<file path="config.mk">
export PLATFORM = sky130hd
export DESIGN_NAME = seg_scan_controller
export DESIGN_NICKNAME = d
export VERILOG_FILES = /design/src/rtl/seg_pkg.sv /design/src/rtl/seg_key_conditioner.sv /design/src/rtl/seg_scan_controller.sv
export SDC_FILE = /design/constraint.sdc
export NUM_CORES = 1
export LEC_CHECK = 0
export BUFFER_PORTS_ARGS = -buffer_cell sky130_fd_sc_hd__buf_2
export CAP_MARGIN = 20
export CORE_AREA = 2 2 81 83
export DETAILED_ROUTE_END_ITERATION = 10
export DIE_AREA = 0 0 83 85
export GPL_TIMING_DRIVEN = 1
export PLACE_DENSITY = 0.65
export SETUP_SLACK_MARGIN = 0.1
export SYNTH_ARGS = -nofsm -noshare
export SYNTH_HDL_FRONTEND = slang
export SYNTH_SLANG_ARGS = --single-unit
</file>
<file path="constraint.sdc">
create_clock -name clk -period 1.8 [get_ports clk]
set_input_delay 0.18 -clock clk [delete_from_list [all_inputs] [get_ports clk]]
set_output_delay 0.18 -clock clk [all_outputs]
set_load 0.02 [all_outputs]
</file>
<file path="src/rtl/seg_pkg.sv">
// Shared constants for the segment scan controller: segment width, code range
// and the code-to-segment lookup table.
package seg_pkg;

  localparam int SEG_W     = 7;
  localparam int MAX_CODES = 8;

  typedef logic [2:0] code_t;

  localparam logic [SEG_W-1:0] SEG_TABLE [MAX_CODES] = '{
    7'b0000000, 7'b0101010, 7'b1010101, 7'b1110000,
    7'b0001111, 7'b1100011, 7'b0011100, 7'b1111111
  };

endpackage

</file>
<file path="src/rtl/seg_key_conditioner.sv">
// One push key: 2-flop synchronizer, optional debounce (SEG_KEY_DEBOUNCE_EN)
// and a registered rising-edge detector producing one pulse per press.
module seg_key_conditioner
`ifdef SEG_KEY_DEBOUNCE_EN
  #(parameter int DEBOUNCE_CYCLES = 16)
`endif
(
  input  logic clk_i,
  input  logic rst_n_i,
  input  logic key_i,
  output logic pulse_o
);

  logic       sync1_q, sync2_q;
  logic       prev_q, prev_d;
  logic       pulse_q, pulse_d;
  logic [1:0] warm_q;
  logic       armed;
  logic       level;

  // Edges are ignored until the synchronizer holds real samples, so a key
  // held through reset release never looks like a fresh press.
  assign armed = (warm_q == 2'd3);

`ifdef SEG_KEY_DEBOUNCE_EN
  localparam int CW = $clog2(DEBOUNCE_CYCLES) + 1;

  logic          acc_q, acc_d;
  logic [CW-1:0] cnt_q, cnt_d;

  always_comb begin
    acc_d = acc_q;
    cnt_d = '0;
    if (!armed) begin
      acc_d = sync2_q;
    end else if (sync2_q != acc_q) begin
      if (cnt_q == CW'(DEBOUNCE_CYCLES - 1)) begin
        acc_d = sync2_q;
      end else begin
        cnt_d = cnt_q + 1'b1;
      end
    end
  end

  always_ff @(posedge clk_i) begin
    if (!rst_n_i) begin
      acc_q <= 1'b0;
      cnt_q <= '0;
    end else begin
      acc_q <= acc_d;
      cnt_q <= cnt_d;
    end
  end

  assign level = acc_q;
`else
  assign level = sync2_q;
`endif

  always_comb begin
    prev_d  = armed ? level : 1'b1;
    pulse_d = armed & level & ~prev_q;
  end

  always_ff @(posedge clk_i) begin
    if (!rst_n_i) begin
      sync1_q <= 1'b0;
      sync2_q <= 1'b0;
      warm_q  <= 2'd0;
      prev_q  <= 1'b0;
      pulse_q <= 1'b0;
    end else begin
      sync1_q <= key_i;
      sync2_q <= sync1_q;
      if (!armed) begin
        warm_q <= warm_q + 2'd1;
      end
      prev_q  <= prev_d;
      pulse_q <= pulse_d;
    end
  end

  assign pulse_o = pulse_q;

endmodule

</file>
<file path="src/rtl/seg_scan_controller.sv">
// Multiplexes one 7-segment bus across DIGITS digits whose codes are edited
// with three keys. SEG_KEY_DEBOUNCE_EN adds a debounce counter to each key.
module seg_scan_controller
  import seg_pkg::*;
#(
  parameter int DIGITS          = 4,
  parameter int CODES           = 8,
  parameter int SCAN_DIV        = 1000,
  parameter int DEBOUNCE_CYCLES = 16
) (
  input  logic                      clk,
  input  logic                      rst_n,
  input  logic                      key_a,
  input  logic                      key_b,
  input  logic                      key_sel,
  output logic [SEG_W-1:0]          segments,
  output logic [DIGITS-1:0]         digit_en,
  output logic [$clog2(DIGITS)-1:0] cursor
);

  localparam int SW = $clog2(DIGITS);
  localparam int PW = $clog2(SCAN_DIV);

  if (DIGITS < 2 || DIGITS > 8) begin : g_bad_digits
    $error("DIGITS must be in 2..8");
  end
  if (CODES < 2 || CODES > MAX_CODES) begin : g_bad_codes
    $error("CODES must be in 2..8");
  end
  if (SCAN_DIV < 2) begin : g_bad_div
    $error("SCAN_DIV must be at least 2");
  end
  if (DEBOUNCE_CYCLES < 1) begin : g_bad_deb
    $error("DEBOUNCE_CYCLES must be at least 1");
  end

  logic a_pulse, b_pulse, sel_pulse;

`ifdef SEG_KEY_DEBOUNCE_EN
  seg_key_conditioner #(.DEBOUNCE_CYCLES(DEBOUNCE_CYCLES)) u_key_a (
    .clk_i(clk), .rst_n_i(rst_n), .key_i(key_a), .pulse_o(a_pulse));
  seg_key_conditioner #(.DEBOUNCE_CYCLES(DEBOUNCE_CYCLES)) u_key_b (
    .clk_i(clk), .rst_n_i(rst_n), .key_i(key_b), .pulse_o(b_pulse));
  seg_key_conditioner #(.DEBOUNCE_CYCLES(DEBOUNCE_CYCLES)) u_key_sel (
    .clk_i(clk), .rst_n_i(rst_n), .key_i(key_sel), .pulse_o(sel_pulse));
`else
  seg_key_conditioner u_key_a (
    .clk_i(clk), .rst_n_i(rst_n), .key_i(key_a), .pulse_o(a_pulse));
  seg_key_conditioner u_key_b (
    .clk_i(clk), .rst_n_i(rst_n), .key_i(key_b), .pulse_o(b_pulse));
  seg_key_conditioner u_key_sel (
    .clk_i(clk), .rst_n_i(rst_n), .key_i(key_sel), .pulse_o(sel_pulse));
`endif

  code_t [DIGITS-1:0] codes_q, codes_d;
  logic  [SW-1:0]     cursor_q, cursor_d;
  logic  [SW-1:0]     scan_q, scan_d;
  logic  [PW-1:0]     pre_q, pre_d;
  logic  [SEG_W-1:0]  seg_q, seg_d;
  logic  [DIGITS-1:0] en_q, en_d;

  always_comb begin
    pre_d  = (pre_q == PW'(SCAN_DIV - 1)) ? '0 : pre_q + 1'b1;
    scan_d = scan_q;
    if (pre_q == PW'(SCAN_DIV - 1)) begin
      scan_d = (scan_q == SW'(DIGITS - 1)) ? '0 : scan_q + 1'b1;
    end

    // Edits land on the cursor position sampled before any advance.
    codes_d  = codes_q;
    cursor_d = cursor_q;
    if (a_pulse && !b_pulse) begin
      codes_d[cursor_q] = (codes_q[cursor_q] == '0) ? code_t'(CODES - 1)
                                                    : codes_q[cursor_q] - 1'b1;
    end else if (b_pulse && !a_pulse) begin
      codes_d[cursor_q] = (codes_q[cursor_q] == code_t'(CODES - 1)) ? '0
                                                    : codes_q[cursor_q] + 1'b1;
    end
    if (sel_pulse) begin
      cursor_d = (cursor_q == SW'(DIGITS - 1)) ? '0 : cursor_q + 1'b1;
    end

    // Prescaler value 0 is the blanking cycle between digits.
    seg_d = '0;
    en_d  = '0;
    if (pre_q != '0) begin
      en_d[scan_q] = 1'b1;
      seg_d        = SEG_TABLE[codes_q[scan_q]];
    end
  end

  always_ff @(posedge clk) begin
    if (!rst_n) begin
      codes_q  <= '0;
      cursor_q <= '0;
      scan_q   <= '0;
      pre_q    <= '0;
      seg_q    <= '0;
      en_q     <= '0;
    end else begin
      codes_q  <= codes_d;
      cursor_q <= cursor_d;
      scan_q   <= scan_d;
      pre_q    <= pre_d;
      seg_q    <= seg_d;
      en_q     <= en_d;
    end
  end

  assign segments = seg_q;
  assign digit_en = en_q;
  assign cursor   = cursor_q;

endmodule

</file>
==> impl_metrics.json, run 1 <==
{
  "finalMaxSlewViolations": 0,
  "io_pins": 18,
  "r2r_slack_ps": -40,
  "max_freq_mhz": 543,
  "route.detailed.drc": 0,
  "yosys_warnings": 0,
  "place_congestion": 0.877,
  "crit_path_end_kind": "register",
  "synthCells": 226,
  "relSlewSlack": 0.685,
  "grt_usage": 0.117,
  "synthTopCellsByArea": "dfxtp_1 46%, ha_1 9.4%, mux4_2 4.7%, mux2i_1 4.6%, and2_1 4.2%",
  "fin_setup_tns_ps": -196,
  "yosysSeqAreaShare": 0.462,
  "drt_iter0_markers": 64,
  "die-area_sq_mm": 0.00706,
  "p_sw_frac": 0.228,
  "r2r-start": "cursor[0]",
  "hold_class": "primary input to register",
  "synth.avg_cell_area_sq_um": 10.5,
  "crit_path_start": "cursor[0]",
  "rsz0062_at_grt": "yes",
  "synthArstFlopShare": 0,
  "hold_path_startpoint": "key_sel",
  "via_count": 1592,
  "p_leak_nw": 1.18,
  "synth_ff_type": "dfxtp_1",
  "root_buffer": "clkbuf_8",
  "antennaDiodeCount": 0,
  "cts_sinks": 55,
  "syn_area_sq_mm": 0.00238,
  "grt_pass1_wl_um": 6760,
  "numPortBuffers": 17,
  "grt_pass1_vias": 1532,
  "fin_crit_sh": 1.02,
  "fin_ws_ps": -40.6,
  "arrival_ps": 2040,
  "synth_fp_nets": 249,
  "p_int_mw": 1.68,
  "violations": "negative setup slack",
  "first_pass_iters": 4,
  "area_growth_syn_to_layout_pct": 18.1,
  "worst_pin_slew_ps": 472,
  "synth_top_area_share": 0.462,
  "finClkSkew_ps": 8.40,
  "endpoint": "codes_q[11]",
  "status": "finished, violations left",
  "synth_seq_cells": 55,
  "fill_cells": 589,
  "yosys.area.top_type": "dfxtp_1",
  "grt_max_degree": 27,
  "powerDensity_mw_per_mm2": 773,
  "path_clk_slew_ps": 90,
  "final.min_clock_period_ps": 1840,
  "synth-edff-count": 0,
  "dp_hpwl_um": 2770,
  "utilization": 0.454,
  "critPathLaunchType": "register",
  "start_util": 0.384,
  "cts_inserted_buffers": 5,
  "clk_latency_ps": 300,
  "routedWlPerCell_um": 11.5,
  "routed_via_density": 4.78,
  "drtAntennaViolNets": 0,
  "crit_required_ps": 2000,
  "crit_fanout": 4,
  "netSwitchingPower_mw": 0.496,
  "fp.dieH_um": 85,
  "placementRows": 29,
  "yosys.cell_count.top_type": "dfxtp_1",
  "final_hold_viol_count": 0,
  "die_w_um": 83,
  "fin_nets": 278,
  "coreArea_sq_mm": 0.00620,
  "r2r_cells": 6,
  "synthTopCellsByCount": "55 x dfxtp_1, 20 x nand2_1, 18 x ha_1",
  "setup_viol": 8,
  "synth_cell_types": 34,
  "p_comb_frac": 0.082,
  "cts_hold_buf": 0,
  "ir_worst_vdd_uv": 438,
  "wl_um": 3850,
  "gr-total-overflow": 0,
  "layout-drive-gt1-share": 0.227,
  "cts_tree": "yes",
  "htreeDepth": 2,
  "clock_path_buffers": 2,
  "max_cap_viol_count": 0,
  "worstSetupPathType": "register to register",
  "pwr-share-clk": 0.319,
  "rr_endpoint": "codes_q[11]",
  "antenna_found_initial": 0,
  "p_seq_frac": 0.599
}
[layout make-up]
cell class,count,area [sq um],area share
Clock buffer,7,86.3,0.0307
Clock inverter,1,8.76,0.00311
Inverter,14,52.6,0.0187
Multi-Input combinational cell,152,1300,0.462
Sequential cell,55,1110,0.394
Tap cell,77,96.3,0.0342
Timing Repair Buffer,27,160,0.0569
[critical path: stages (launching register included)]
cell and delay (ps):
dfxtp_4 380, mux4_2 570, ha_4 200, ha_4 210, mux2i_4 170, nand2_1 70
o211a_1 130
[per-layer routing]
metal	share of wire	GRT usage	wire [um]
met1	0.48	0.142	1840
met5	0	0	0
met3	0.035	0.0243	136
met4	0.0068	0.0507	26
met2	0.48	0.201	1840
[per-stage QoR]
step | instance area [sq um] | hold WS, ps | worst slack [ps] | power, mW | cells
2_1_floorplan | 2450 | 307 | -43.6 | 1.47 | 226
3_3_place_gp | 2670 | 380 | -10.9 | 1.50 | 324
3_5_place_dp | 2670 | 388 | -70.5 | 1.51 | 324
4_1_cts | 2790 | 65.4 | -42.3 | 2.22 | 333
5_1_grt | 2820 | 63.4 | -129 | 2.31 | 333
6_report | 2820 | 77.8 | -40.6 | 2.18 | 333
[cells in the final DEF, fill, tap and decap left out, types with 5 or more instances in the layout]
master,Yosys,layout
nand2_1,20,19
nor2b_1,15,14
ha_1,18,14
clkbuf_8,0,6
dfxtp_1,55,52
a21boi_0,6,6
nand3_1,5,5
mux4_2,5,5
buf_4,0,10
buf_2,0,17
nor2_1,9,9
and2_1,16,16
xnor2_1,6,5
o211a_1,8,8
mux2i_1,11,10
inv_1,14,11
[worst min path at each step]
stage / to / cells past startpoint
after floorplan: u_key_a.sync1_q / 1
after global placement: u_key_a.pulse_o / 1
after detailed placement: u_key_b.pulse_o / 1
after CTS: u_key_sel.sync1_q / 2
after global routing: u_key_a.sync1_q / 2
final: u_key_sel.sync1_q / 2
[flip-flops by register name, indices dropped and copies added (netlist names), 2 cells and up]
name and cells:
digit_en 4, u_key_sel.warm_q 2, cursor 2, segments 7, pre_q 10, u_key_a.warm_q 2
u_key_b.warm_q 2, codes_q 12, scan_q 2
[cell families after synthesis]
logic type,Yosys count,share of synthesized area
flops,55,0.462
mux,17,0.104
xor+xnor,10,0.0367
compound gates,24,0.0835
buf+inv,19,0.0331
simple gates,83,0.186
fa+ha+maj,18,0.0945
[power groups by stage]
| stage | clock, mW | combinational [mW] | sequential, mW |
|---|---|---|---|
| finish | 0.695 | 0.179 | 1.30 |
| global route | 0.787 | 0.210 | 1.31 |
| CTS | 0.737 | 0.180 | 1.30 |
| detailed placement | 0 | 0.178 | 1.33 |
| global placement | 0 | 0.173 | 1.33 |
| floorplan | 0 | 0.136 | 1.33 |
[timing repair]
action | 4_1_cts | 5_1_grt
hold endpoints to repair | 0 | 0
setup endpoints to repair | 15 | 19
buffers inserted | 1 | 0
gates resized for setup | 6 | 6
cloned | 0 | 0
pin swaps | 3 | 3
Power figures use the tool's default switching activity.
==> run 2: changes to the inputs <==
- CTS_BUF_LIST: unset -> sky130_fd_sc_hd__clkbuf_16
==> impl_metrics.json, run 2 (synthesis gave the netlist of run 1 again) <==
{
  "antennaDiodeCount": 0,
  "violations": "negative setup slack",
  "rsz0062_at_grt": "yes",
  "worstSetupPathType": "register to register",
  "grt_pass1_vias": 1528,
  "multi_input_comb_area_sq_mm": 0.00130,
  "critPathLaunchType": "register",
  "final_hold_viol_count": 0,
  "routedWlPerCell_um": 11.7,
  "cp_cell_sequence": "mux4_2 -> ha_4 -> ha_4 -> mux2i_4 -> nand2_1 -> o211a_1",
  "final.min_clock_period_ps": 1830,
  "htreeDepth": 2,
  "io_pins": 18,
  "hold_class": "primary input to register",
  "root_buffer": "clkbuf_16",
  "max_stage_delay_ps": 570,
  "crit_required_ps": 1980,
  "ir_worst_vdd_uv": 509,
  "powerDensity_mw_per_mm2": 842,
  "worst_pin_slew_ps": 504,
  "p_leak_nw": 1.20,
  "crit_fanout": 4,
  "place_congestion": 0.877,
  "fp.dieH_um": 85,
  "fin_crit_sh": 1.02,
  "finClkSkew_ps": 7.08,
  "drtAntennaViolNets": 0,
  "area_growth_syn_to_layout_pct": 20.1,
  "stdcell_count": 333,
  "first_pass_iters": 4,
  "wl_met3_um": 155,
  "antenna_found_initial": 0,
  "start_util": 0.384,
  "drt_iter0_markers": 74,
  "r2r_slack_ps": -30,
  "layout_commonest_cell": "dfxtp_1",
  "cts_tree": "yes",
  "path_clk_slew_ps": 70,
  "placementRows": 29,
  "fill_cells": 589,
  "route.detailed.drc": 0,
  "routed_via_density": 4.78,
  "fin_setup_tns_ps": -151,
  "setup_viol": 8,
  "status": "finished, violations left",
  "grt_usage": 0.120,
  "arrival_ps": 2020,
  "clk_latency_ps": 290,
  "via_count": 1592,
  "fin_nets": 278,
  "cts_sinks": 55,
  "layout_common_cells": "52 x dfxtp_1, 19 x nand2_1, 17 x buf_2",
  "relSlewSlack": 0.664,
  "hold_ws_ps": 91.4,
  "coreArea_sq_mm": 0.00620,
  "top_layer": "met4",
  "cpMostUsedCell": "ha_4",
  "seq_area_sq_mm": 0.00111,
  "cts_inserted_buffers": 5,
  "gr-total-overflow": 0,
  "dpl.cell_count": 324,
  "wl_um": 3900,
  "met1_length_um": 1800,
  "dp_hpwl_um": 2770,
  "largest_reg_flops": 12,
  "crit_path_end_kind": "register",
  "layout-drive-gt1-share": 0.223,
  "finalPower_mw": 2.41,
  "die-area_sq_mm": 0.00706,
  "grt_pass1_wl_um": 6820,
  "fin_ws_ps": -34.3,
  "dr_wl_met2_um": 1870,
  "slowest_stage": "mux4_2",
  "grt_max_degree": 27,
  "max_cap_viol_count": 0,
  "numPortBuffers": 17,
  "clock_path_buffers": 2,
  "max_freq_mhz": 545,
  "dp_slack_ps": -70.5,
  "die_w_um": 83,
  "finalMaxSlewViolations": 0,
  "top_register": "codes_q"
}
==> run 2: cell count changes in the layout (fill, tap and decap cells not counted) <==
cell | previous run | this run
clkinv_1 | 0 | 1
inv_1 | 11 | 12
clkbuf_16 | 0 | 5
clkbuf_1 | 1 | 0
clkbuf_8 | 6 | 0
==> run 2: worst paths after layout <==
path             startpoint           endpoint  cells after the start
max               cursor[0]        codes_q[11]                      6
min                 key_sel  u_key_sel.sync1_q                      2
max reg2reg       cursor[0]        codes_q[11]                      6
min reg2reg  u_key_b.prev_q    u_key_b.pulse_o                      1
==> run 2: worst max-delay path: cells and delay by family (launching register included) <==
family | cells | cell delay [ps]
flops | 1 | 370
compound gates | 1 | 130
mux | 2 | 740
simple gates | 1 | 70
fa+ha+maj | 2 | 410
==> run 2: per-layer routing <==
metal / track usage / vias to the layer above
li1: - / 823
met1: 0.141 / 741
met2: 0.204 / 23
met3: 0.0360 / 5
met4: 0.0551 / 0
met5: 0 / -
==> run 2: layout make-up <==
type | instances | share of cell area
multi-input cells | 152 | 0.455
flip-flops and latches | 55 | 0.388
repair buffers | 27 | 0.0560
clock buffers | 5 | 0.0437
well taps | 77 | 0.0337
inverters | 14 | 0.0184
clock inverters | 3 | 0.00568
==> run 2: power breakdown <==
group / internal, mW / total, mW / switching [mW]
sequential: 1.27 / 1.30 / 0.0326
combinational: 0.0942 / 0.179 / 0.0843
clock: 0.509 / 0.928 / 0.420
==> run 2: timing repair <==
| action | 4_1_cts | 5_1_grt |
|---|---|---|
| gates resized for setup | 6 | 6 |
| endpoints found under the setup margin | 15 | 18 |
| hold buffers | 0 | 0 |
| buffers inserted | 1 | 0 |
| pin swaps | 3 | 3 |
==> run 2: metrics by stage <==
stage,area (sq um),util
2_1_floorplan,2450,-
5_1_grt,2860,0.461
4_1_cts,2840,0.457
3_3_place_gp,2670,0.431
6_report,2860,0.461
3_5_place_dp,2670,0.431
==> run 3: changes to the inputs <==
- ABC_AREA: unset -> 1
- CORE_AREA: 2 2 81 83 -> 2 2 82 84
- DIE_AREA: 0 0 83 85 -> 0 0 84 86
- PLACE_DENSITY: 0.65 -> 0.66
==> impl_metrics.json, run 3 <==
{
  "status": "finished, final reports clean",
  "synth_top_area_share": 0.442,
  "clock_path_buffers": 2,
  "routed_via_density": 4.80,
  "fin_setup_tns_ps": 0,
  "synth_ff_type": "dfxtp_1",
  "wl_um": 4600,
  "synth_seq_cells": 55,
  "grt_max_degree": 18,
  "max_freq_mhz": 613,
  "synth_cell_types": 27,
  "layout-drive-gt1-share": 0.207,
  "die-area_sq_mm": 0.00722,
  "routedWlPerCell_um": 10.8,
  "final_hold_viol_count": 0,
  "finalPower_mw": 2.41,
  "synthCells": 323,
  "grt_pass1_wl_um": 7520,
  "yosys.cell_count.top_type": "nand2_1",
  "fp.dieH_um": 86,
  "fin_nets": 370,
  "top_register": "codes_q",
  "htreeDepth": 2,
  "grt_pass1_vias": 1797,
  "synthTopCellsByCount": "58 x nand2_1, 55 x dfxtp_1, 48 x inv_1",
  "synthTopCellsByArea": "dfxtp_1 44%, ha_1 9.0%, nand2_1 8.7%, inv_1 7.2%, a21oi_1 5.0%",
  "cts_inserted_buffers": 5,
  "worst_pin_slew_ps": 445,
  "p_leak_nw": 1.26,
  "layout_common_cells": "52 x nand2_1, 52 x dfxtp_1, 45 x inv_1",
  "max_cap_viol_count": 0,
  "die_w_um": 84,
  "route.detailed.drc": 0,
  "synth.avg_cell_area_sq_um": 7.70,
  "arrival_ps": 1790,
  "dp_slack_ps": 61.2,
  "setup_viol": 0,
  "coreArea_sq_mm": 0.00628,
  "synth-edff-count": 0,
  "final.min_clock_period_ps": 1630,
  "drt_iter0_markers": 126,
  "powerDensity_mw_per_mm2": 826,
  "placementRows": 29,
  "antennaDiodeCount": 0,
  "gr-total-overflow": 0,
  "via_count": 2040,
  "yosys_warnings": 0,
  "crit_path_end_kind": "register",
  "crit_required_ps": 1960,
  "finClkSkew_ps": 5.25,
  "place_congestion": 0.878,
  "numPortBuffers": 17,
  "cts_tree": "yes",
  "finalMaxSlewViolations": 0,
  "start_util": 0.396,
  "clk_latency_ps": 290,
  "dp_hpwl_um": 3200,
  "syn_area_sq_mm": 0.00249,
  "first_pass_iters": 5,
  "fill_cells": 595,
  "io_pins": 18,
  "antenna_found_initial": 0,
  "r2r_slack_ps": 170,
  "fin_crit_sh": 0.906,
  "yosys.area.top_type": "dfxtp_1",
  "crit_fanout": 8,
  "drtAntennaViolNets": 0,
  "grt_usage": 0.128,
  "critPathLaunchType": "register",
  "synthArstFlopShare": 0,
  "worstSetupPathType": "register to register",
  "ir_worst_vdd_uv": 416,
  "largest_reg_flops": 12,
  "yosysSeqAreaShare": 0.442,
  "rsz0062_at_grt": "no",
  "relSlewSlack": 0.703,
  "cts_sinks": 55,
  "synth_fp_nets": 346,
  "fin_ws_ps": 169,
  "area_growth_syn_to_layout_pct": 17.3,
  "path_clk_slew_ps": 70,
  "hold_class": "primary input to register",
  "root_buffer": "clkbuf_16"
}
## run 3: area by class of cell
| type | count | area [sq um] | share of cell area |
|---|---|---|---|
| clock buffer | 5 | 125 | 0.0428 |
| inverter | 51 | 204 | 0.0698 |
| clock inverter | 3 | 20.0 | 0.00686 |
| timing repair buffer | 24 | 138 | 0.0471 |
| multi-input combinational | 210 | 1230 | 0.420 |
| tap | 77 | 96.3 | 0.0330 |
| sequential | 55 | 1110 | 0.380 |
## run 3: logic make-up (layout without fill, tap and decap cells)
group | count (synthesis) | in the layout | synth area share
compound gates | 51 | 51 | 0.113
xor+xnor | 4 | 4 | 0.0141
fa+ha+maj | 18 | 18 | 0.0905
buf+inv | 58 | 83 | 0.100
flops | 55 | 55 | 0.442
simple gates | 137 | 137 | 0.240
## run 3: through the flow
step                      area (sq um)  hold slack (ps)  utilization  cells
after floorplan                   2500              278            -    323
after global placement            2650              362        0.422    413
after detailed placement          2650              368        0.422    413
after CTS                         2810             60.5        0.447    421
after global routing              2920             75.3        0.465    425
final                             2920             65.4        0.465    425
## run 3: where the power goes
group	internal (mW)	switching (mW)	total (mW)	leakage [nW]
Combinational	0.0670	0.0965	0.164	0.740
Clock	0.513	0.431	0.944	0.0658
Sequential	1.27	0.0314	1.30	0.450
Total	1.85	0.559	2.41	1.26
## run 3: worst paths after layout
kind	startpoint	end	cells after the start
setup / recovery	cursor[0]	codes_q[11]	10
hold / removal	key_b	u_key_b.sync1_q	3
setup reg to reg	cursor[0]	codes_q[11]	10
hold reg to reg	u_key_b.prev_q	u_key_b.pulse_o	1
## run 3: routing by layer
| layer | global-route usage | share of wire |
|---|---|---|
| met1 | 0.160 | 0.49 |
| met2 | 0.207 | 0.45 |
| met3 | 0.0327 | 0.044 |
| met4 | 0.0616 | 0.018 |
| met5 | 0 | 0 |
## run 3: worst max-delay path, cell delays in order (launching register included)
cell	delay (ps)
dfxtp_4	380
inv_6	90
nand2_1	60
nand3_2	80
nand2_2	60
buf_4	130
ha_2	180
ha_4	260
nand2_2	60
o21ai_4	100
a21oi_1	90
## run 3: repair_timing
item                                    4_1_cts  5_1_grt
endpoints found under the setup margin       12       12
gates resized for setup                       4       20
buffers inserted                              0        4
hold buffers                                  0        0
hold endpoints to repair                      0        0
pin swaps                                     0        8
